<file path="config.mk">
export PLATFORM = sky130hd
export DESIGN_NAME = cla_serial_adder
export DESIGN_NICKNAME = d
export VERILOG_FILES = /design/src/rtl/cla_serial_adder.sv
export SDC_FILE = /design/constraint.sdc
export NUM_CORES = 1
export LEC_CHECK = 0
export CAP_MARGIN = 25
export CORE_UTILIZATION = 51
export DETAILED_ROUTE_END_ITERATION = 16
export HOLD_SLACK_MARGIN = 0.06
export PLACE_DENSITY = 0.86
export SLEW_MARGIN = 5
export SYNTH_ARGS = -nofsm -noshare
export SYNTH_HDL_FRONTEND = slang
export SYNTH_SLANG_ARGS = --single-unit
</file>
<file path="constraint.sdc">
create_clock -name clk -period 1.8 [get_ports clk]
set_input_delay 0.18 -clock clk [delete_from_list [all_inputs] [get_ports clk]]
set_output_delay 0.18 -clock clk [all_outputs]
set_load 0.02 [all_outputs]
</file>
<file path="src/rtl/cla_serial_adder.sv">
// Serial adder/subtractor: one 4-bit carry-lookahead group per clock, LSB group first.
// Results are published only on entry to DONE; busy/done mirror the FSM state.
module cla_serial_adder #(
  parameter int unsigned WIDTH = 16
) (
  input  logic             clk,
  input  logic             rst_n,
  input  logic             start,
  input  logic [WIDTH-1:0] a,
  input  logic [WIDTH-1:0] b,
  input  logic             cin,
  input  logic             sub,
  output logic             busy,
  output logic             done,
  output logic [WIDTH-1:0] sum,
  output logic             cout,
  output logic             ovf
);

  localparam int unsigned N  = WIDTH / 4;
  localparam int unsigned IW = (N > 1) ? $clog2(N) : 1;
  localparam logic [IW-1:0] LAST = IW'(N - 1);

  typedef enum logic [1:0] {IDLE, BUSY, DONE} state_t;

  state_t           state, state_nxt;
  logic             accept_c, last_c;
  logic [WIDTH-1:0] a_q, b_q, work_q, work_nxt_c;
  logic             carry_q;
  logic [IW-1:0]    idx_q;

  logic [3:0] ga_c, gb_c, g_c, p_c, gsum_c;
  logic [4:0] c_c;

  // State register
  always_ff @(posedge clk or negedge rst_n) begin
    if (!rst_n) state <= IDLE;
    else        state <= state_nxt;
  end

  // Next-state logic; start is honoured only in IDLE and DONE
  always_comb begin
    state_nxt = state;
    accept_c  = 1'b0;
    last_c    = 1'b0;
    case (state)
      IDLE: begin
        if (start) begin
          state_nxt = BUSY;
          accept_c  = 1'b1;
        end
      end
      BUSY: begin
        if (idx_q == LAST) begin
          state_nxt = DONE;
          last_c    = 1'b1;
        end
      end
      DONE: begin
        if (start) begin
          state_nxt = BUSY;
          accept_c  = 1'b1;
        end else begin
          state_nxt = IDLE;
        end
      end
      default: state_nxt = IDLE;
    endcase
  end

  // 4-bit lookahead group on the low nibble of the shifting operand registers
  always_comb begin
    ga_c   = a_q[3:0];
    gb_c   = b_q[3:0];
    g_c    = ga_c & gb_c;
    p_c    = ga_c ^ gb_c;
    c_c[0] = carry_q;
    c_c[1] = g_c[0] | (p_c[0] & carry_q);
    c_c[2] = g_c[1] | (p_c[1] & g_c[0]) | (p_c[1] & p_c[0] & carry_q);
    c_c[3] = g_c[2] | (p_c[2] & g_c[1]) | (p_c[2] & p_c[1] & g_c[0])
           | (p_c[2] & p_c[1] & p_c[0] & carry_q);
    c_c[4] = g_c[3] | (p_c[3] & g_c[2]) | (p_c[3] & p_c[2] & g_c[1])
           | (p_c[3] & p_c[2] & p_c[1] & g_c[0])
           | (p_c[3] & p_c[2] & p_c[1] & p_c[0] & carry_q);
    gsum_c = p_c ^ c_c[3:0];
    // New group enters at the top; after N shifts the word is fully aligned
    work_nxt_c = (work_q >> 4) | (WIDTH'(gsum_c) << (WIDTH - 4));
  end

  // Datapath and registered outputs
  always_ff @(posedge clk or negedge rst_n) begin
    if (!rst_n) begin
      busy    <= 1'b0;
      done    <= 1'b0;
      sum     <= '0;
      cout    <= 1'b0;
      ovf     <= 1'b0;
      a_q     <= '0;
      b_q     <= '0;
      work_q  <= '0;
      carry_q <= 1'b0;
      idx_q   <= '0;
    end else begin
      busy <= (state_nxt == BUSY);
      done <= (state_nxt == DONE);
      if (accept_c) begin
        a_q     <= a;
        b_q     <= sub ? ~b : b;
        carry_q <= sub | cin;
        work_q  <= '0;
        idx_q   <= '0;
      end else if (state == BUSY) begin
        a_q     <= a_q >> 4;
        b_q     <= b_q >> 4;
        carry_q <= c_c[4];
        work_q  <= work_nxt_c;
        idx_q   <= idx_q + IW'(1);
        // In the MSB group c3 is the carry into bit WIDTH-1
        if (last_c) begin
          sum  <= work_nxt_c;
          cout <= c_c[4];
          ovf  <= c_c[3] ^ c_c[4];
        end
      end
    end
  end

endmodule

</file>
[Word level (Yosys, flattened, before mapping)]
Cells that the tools add are included.
Word-level totals
  bits in registers: 73
  bits in latches: 0
  memory bits (writable): 0
  ROM bits: 0
  bits of input ports: 37
  output and inout port bits: 20
  word-level logic and storage cells: 74
  memories: 0
Operators by class
  add/subtract/negate cells: 1
  multiply operators: 0
  divide/modulo/power cells: 0
  $lt $le $gt $ge: 0
  equality and inequality tests: 5
  shift-type cells: 0
  muxes and demuxes: 19
  bitwise gates (word level): 34
  reductions and logical operators: 4
Operators by type and width (number)
  $mux 16: 7
  $and 1x1->1: 16
  $not 16->16: 1
  $or 12x16->16: 1
  $or 1x1->1: 11
  $mux 2: 4
  $xor 4x4->4: 2
  $mux 1: 7
  $eq 2x2->1 const B: 3
  $pmux 2 s3: 1
  $and 4x4->4: 1
  $eq 2x1->1 const B: 2
  $reduce_and 3->1: 1
  $add 2x1->2 const B: 1
  $logic_not 2->1: 1
  $reduce_bool 2->1: 1
  $reduce_or 2->1: 1
  $not 1->1: 1
  $xor 1x1->1: 1

[Logic depth before layout (Yosys ltp)]
  depth after elaboration: 9
  gate-level depth with buffers: 5
  mapped depth without buffers: 5

[Worst setup path before layout]
Ideal clock, no wire load.
  kind: register to register
  start: register a_q[0]
  end: register work_q[15]
  library setup time: 0.135 ns
  arrival time: 1.388 ns
  data required time: 1.665 ns
  path slack: 0.277 ns
  stages on the path, launching flop included: 5
  path buffers: 0
  clock period less this slack: 1.523 ns
  cells stage by stage: dfrtp_1 > ha_1 > a211o_1 > a211oi_1 > o31ai_1
Between the ends
  cells in the longest elaborated chain, start to end: 8
  elaborated cells between the ends (all ways): 11
  those cells by class: mux: 2; bitwise: 9
RTL lines
  start: declaration: RTL line 28  | logic [WIDTH-1:0] a_q, b_q, work_q, work_nxt_c;
  start signal: assignment: RTL line 113  | a_q <= a_q >> 4;
  $and 4x4->4 / $xor 4x4->4 (equally long branches): RTL line 75, 76
  $and 1x1->1 (on tied branches): RTL line 80, 81
  $or 1x1->1 / $and 1x1->1 (equally long branches): RTL line 80, 81
  $or 1x1->1 (*): RTL line 81  | | (p_c[2] & p_c[1] & p_c[0] & carry_q);
  $xor 4x4->4 (*): RTL line 85  | gsum_c = p_c ^ c_c[3:0];
  $or 12x16->16 (*): RTL line 87  | work_nxt_c = (work_q >> 4) | (WIDTH'(gsum_c) << (WIDTH - 4));
  $mux 16 (*): RTL line 112  | end else if (state == BUSY) begin
  $mux 16 (*): RTL line 106  | if (accept_c) begin
  end signal: assignment: RTL line 116  | work_q <= work_nxt_c;
  end: declaration: RTL line 28
Mark *: on every way between the ends. The rest lies on a longest branch, timed or not. The select of a mux whose other input is x is not followed.
A chain may end at the register's enable or synchronous reset.

[Worst setup path in the final report]
  start: register a_q[0]
  end: register sum[15]
Between the ends
  cells in the longest elaborated chain, start to end: 6
  elaborated cells between the ends (all ways): 9
  those cells by class: bitwise: 9
RTL lines
  $and 4x4->4 / $xor 4x4->4 (equally long branches): RTL line 75, 76
  $and 1x1->1 (on tied branches): RTL line 80, 81
  $or 1x1->1 / $and 1x1->1 (equally long branches): RTL line 80, 81
  $or 1x1->1 (*): RTL line 81
  $xor 4x4->4 (*): RTL line 85
  $or 12x16->16 (*): RTL line 87
  end signal: assignment: RTL line 120  | sum <= work_nxt_c;
  end: declaration: RTL line 15  | output logic [WIDTH-1:0] sum,
Mark *: on every way between the ends. The rest lies on a longest branch, timed or not.

==> metrics.txt <==
postcts setup bufs 0; core area 5610 sq um; EDFF count, synth 0; drt wl/cell 15.7 microns; final total power between 7 and 8 mW; clk_lat worst skew 0.34 ns; initial drt markers 151; die area 6270 sq um; IO Count 57; Setup crit end kind flip-flop; Crit Path Max Fanout 3; Yosys top cell by area dfrtp_1; sequential area share after synthesis 0.568; clock skew about 0.0065 ns; Final Slew Violations 0; outcome complete, no violations; Setup violations, final 0; Num CTS Buffers 9; Synth Net Count 294; Via density 5.65; DR vias ~2,200; Max Cap Violations 0; RSZ-0062 raised after global routing no; Hold Fails Final Rpt 0; critical path class flip-flop to flip-flop; power share of the combinational group 0.438; largest cells by area after synthesis dfrtp_1 57%, a22o_1 5.5%, mux2_2 5.2%, a221o_1 3.6%, xnor2_1 3.2%; Clk pwr share 0.184; WL final around 6.1 mm; root buf cell clkbuf_8; Critical Path, Cell by Cell ha_1 > a211o_1 > a211oi_1 > o31ai_1; post-synth top area share 0.568; yosys warns 0; switching share of total power 0.368; Worst Tran Pin Value ~0.6 ns; Max stage delay on crit path 0.42 ns; Syn Area/Cell 12.1 sq um; #FFs+latches synth 69; worst vdd ir between 0.9 and 1 mV; IO Port Bufs 56; Req. time, crit path approximately 2 ns; dpl ws -0.227 ns; initial antenna violation count 0; post-layout net count 358; Hold Path Class input port to asynchronous set/reset pin; part of the power in registers 0.378; Initial Util 0.542; Syn Inst Count 251; Area Growth Syn to Fin 29.0%; Netlist Area Pre-Place 3040 sq um; Diodes inserted 0; FP Rows 27; slew margin rel. 0.607; Synth cell types 39; TritonCTS clock tree yes; remaining routing DRC violations 0; vias in the first global route 2,123; Peak Freq between 500 and 600 MHz; Slowest cell on crit path dfrtp_1; CTS clk-pin slew, worst paths ~0.07 ns; Post-Place Cells 375; Switch Pwr 2.64 mW; DRT Pass-1 Iters 5; # H-tree levels 3; top cells by count, synth 69 x dfrtp_1, 19 x a22o_1, 17 x nand2_1; Finished Layout Cells 392; DP Wirelength 4.24 mm; Final Critical Period 1.67 ns; count leader, synth dfrtp_1; share of layout cells above drive strength 1 0.147; top_reg_cell synth dfrtp_1; Async SR Flop Fraction 1.00; Tcrit/Tclk final 0.930; Setup crit start kind flip-flop; die height 79.2 microns; Remaining Overflow, GRT 0; Int Power approximately 4.5 mW; first-pass GRT wire length 10.3 mm; Pleak 1.77 nW; post-route ant nets 0; critical path data arrival time 1.88 ns; Tot GR Track Use 0.220; PnR worst setup slack 0.126 ns; largest net degree at the start of global routing 70; Die X 79.2 microns; Max Root-Sink Buffers 2; PwrDens around 1800 nW/um^2; RD Place Congestion 0.897; clock sinks 69
per-layer routing:
metal	vias up	global-route usage	routed length [microns]
met5	-	0	0
met4	0	0.0764	44
met3	4	0.0678	295
met2	69	0.338	2940
met1	1093	0.296	2860
li1	1049	-	-
worst paths after layout:
| kind | from | end | slack [ns] | depth (start not counted) |
|---|---|---|---|---|
| worst max-delay path | a_q[0] | sum[15] | 0.13 | 4 |
| worst max register to register | a_q[0] | sum[15] | 0.13 | 4 |
| min in group clk | a[14] | a_q[14] | 0.45 | 2 |
| max in group asynchronous | rst_n | idx_q[0] | 1.13 | 3 |
| worst min-delay path | rst_n | sum[11] | 0.38 | 3 |
| worst min register to register | sum[15] | sum[15] | 0.49 | 2 |
power groups by stage:
stage / sequential, mW / combinational, mW / clock (mW)
floorplan: 2.86 / 1.98 / 0
detailed placement: 2.74 / 3.13 / 0
CTS: 2.72 / 3.16 / 1.33
global placement: 2.70 / 3.01 / 0
finish: 2.72 / 3.14 / 1.32
global route: 2.79 / 3.45 / 1.41
cell families (layout without fill, tap and decap cells):
group | after synthesis | in the layout | synth area share
flip-flops | 69 | 69 | 0.568
AO/OA/AOI/OAI | 66 | 66 | 0.174
AND/OR/NAND/NOR | 57 | 57 | 0.0886
buffers and inverters | 21 | 90 | 0.0379
XOR/XNOR | 17 | 17 | 0.0490
multiplexers | 15 | 15 | 0.0552
adder cells (fa/ha/maj) | 6 | 6 | 0.0272
cells in the final DEF, fill, tap and decap left out, drive strengths merged, types with 2 or more instances in the layout:
master / synthesis / layout
dfrtp: 69 / 69
clkdlybuf4s50: 0 / 55
a22o: 19 / 19
nand2: 17 / 17
nand3: 16 / 16
mux2: 14 / 14
nor2: 14 / 14
buf: 13 / 14
clkbuf: 4 / 13
a22oi: 12 / 12
xnor2: 11 / 11
a221o: 11 / 11
o21ai: 7 / 7
xor2: 6 / 6
ha: 5 / 5
inv: 4 / 4
nand2b: 3 / 3
a21oi: 3 / 3
nor2b: 2 / 2
o21a: 2 / 2
a211oi: 2 / 2
o31ai: 2 / 2
o31a: 2 / 2
state kept, by name (all words and copies together), names as in the netlist:
register and cells:
ovf 1, cout 1, sum 16, work_q 12
b_q 16, state 2, done 1, busy 1
carry_q 1, a_q 16, idx_q 2
metrics by stage:
step | hold WS (ns) | setup TNS (ns) | area (sq um) | util
2_1_floorplan | -0.116 | 0 | 3040 | -
4_1_cts | 0.405 | 0 | 3920 | 0.699
3_5_place_dp | 0.230 | -2.96 | 3690 | 0.659
3_3_place_gp | 0.221 | -2.24 | 3690 | 0.659
5_1_grt | 0.426 | 0 | 3920 | 0.699
6_report | 0.379 | 0 | 3920 | 0.699
what timing repair did:
action | 4_1_cts | 5_1_grt
hold buffers | 1 | 0
endpoints found under the setup margin | 6 | 0
resized for setup | 1 | 0
hold endpoints to repair | 69 | 0
cell type report:
type | count | area [sq um]
flip-flops and latches | 69 | 1730
fillers | 441 | 1690
multi-input cells | 161 | 1200
repair buffers | 70 | 676
clock buffers | 13 | 169
well taps | 72 | 90.1
clock inverters | 3 | 42.5
inverters | 4 | 15.0
critical path: cells and delay by family, from the launching register on:
kind                       cells  cell delay (ns)
AOI/OAI and AO/OA              3             0.79
adders and majority gates      1             0.34
DFF                            1             0.42
(Power assumes the default switching activity.)
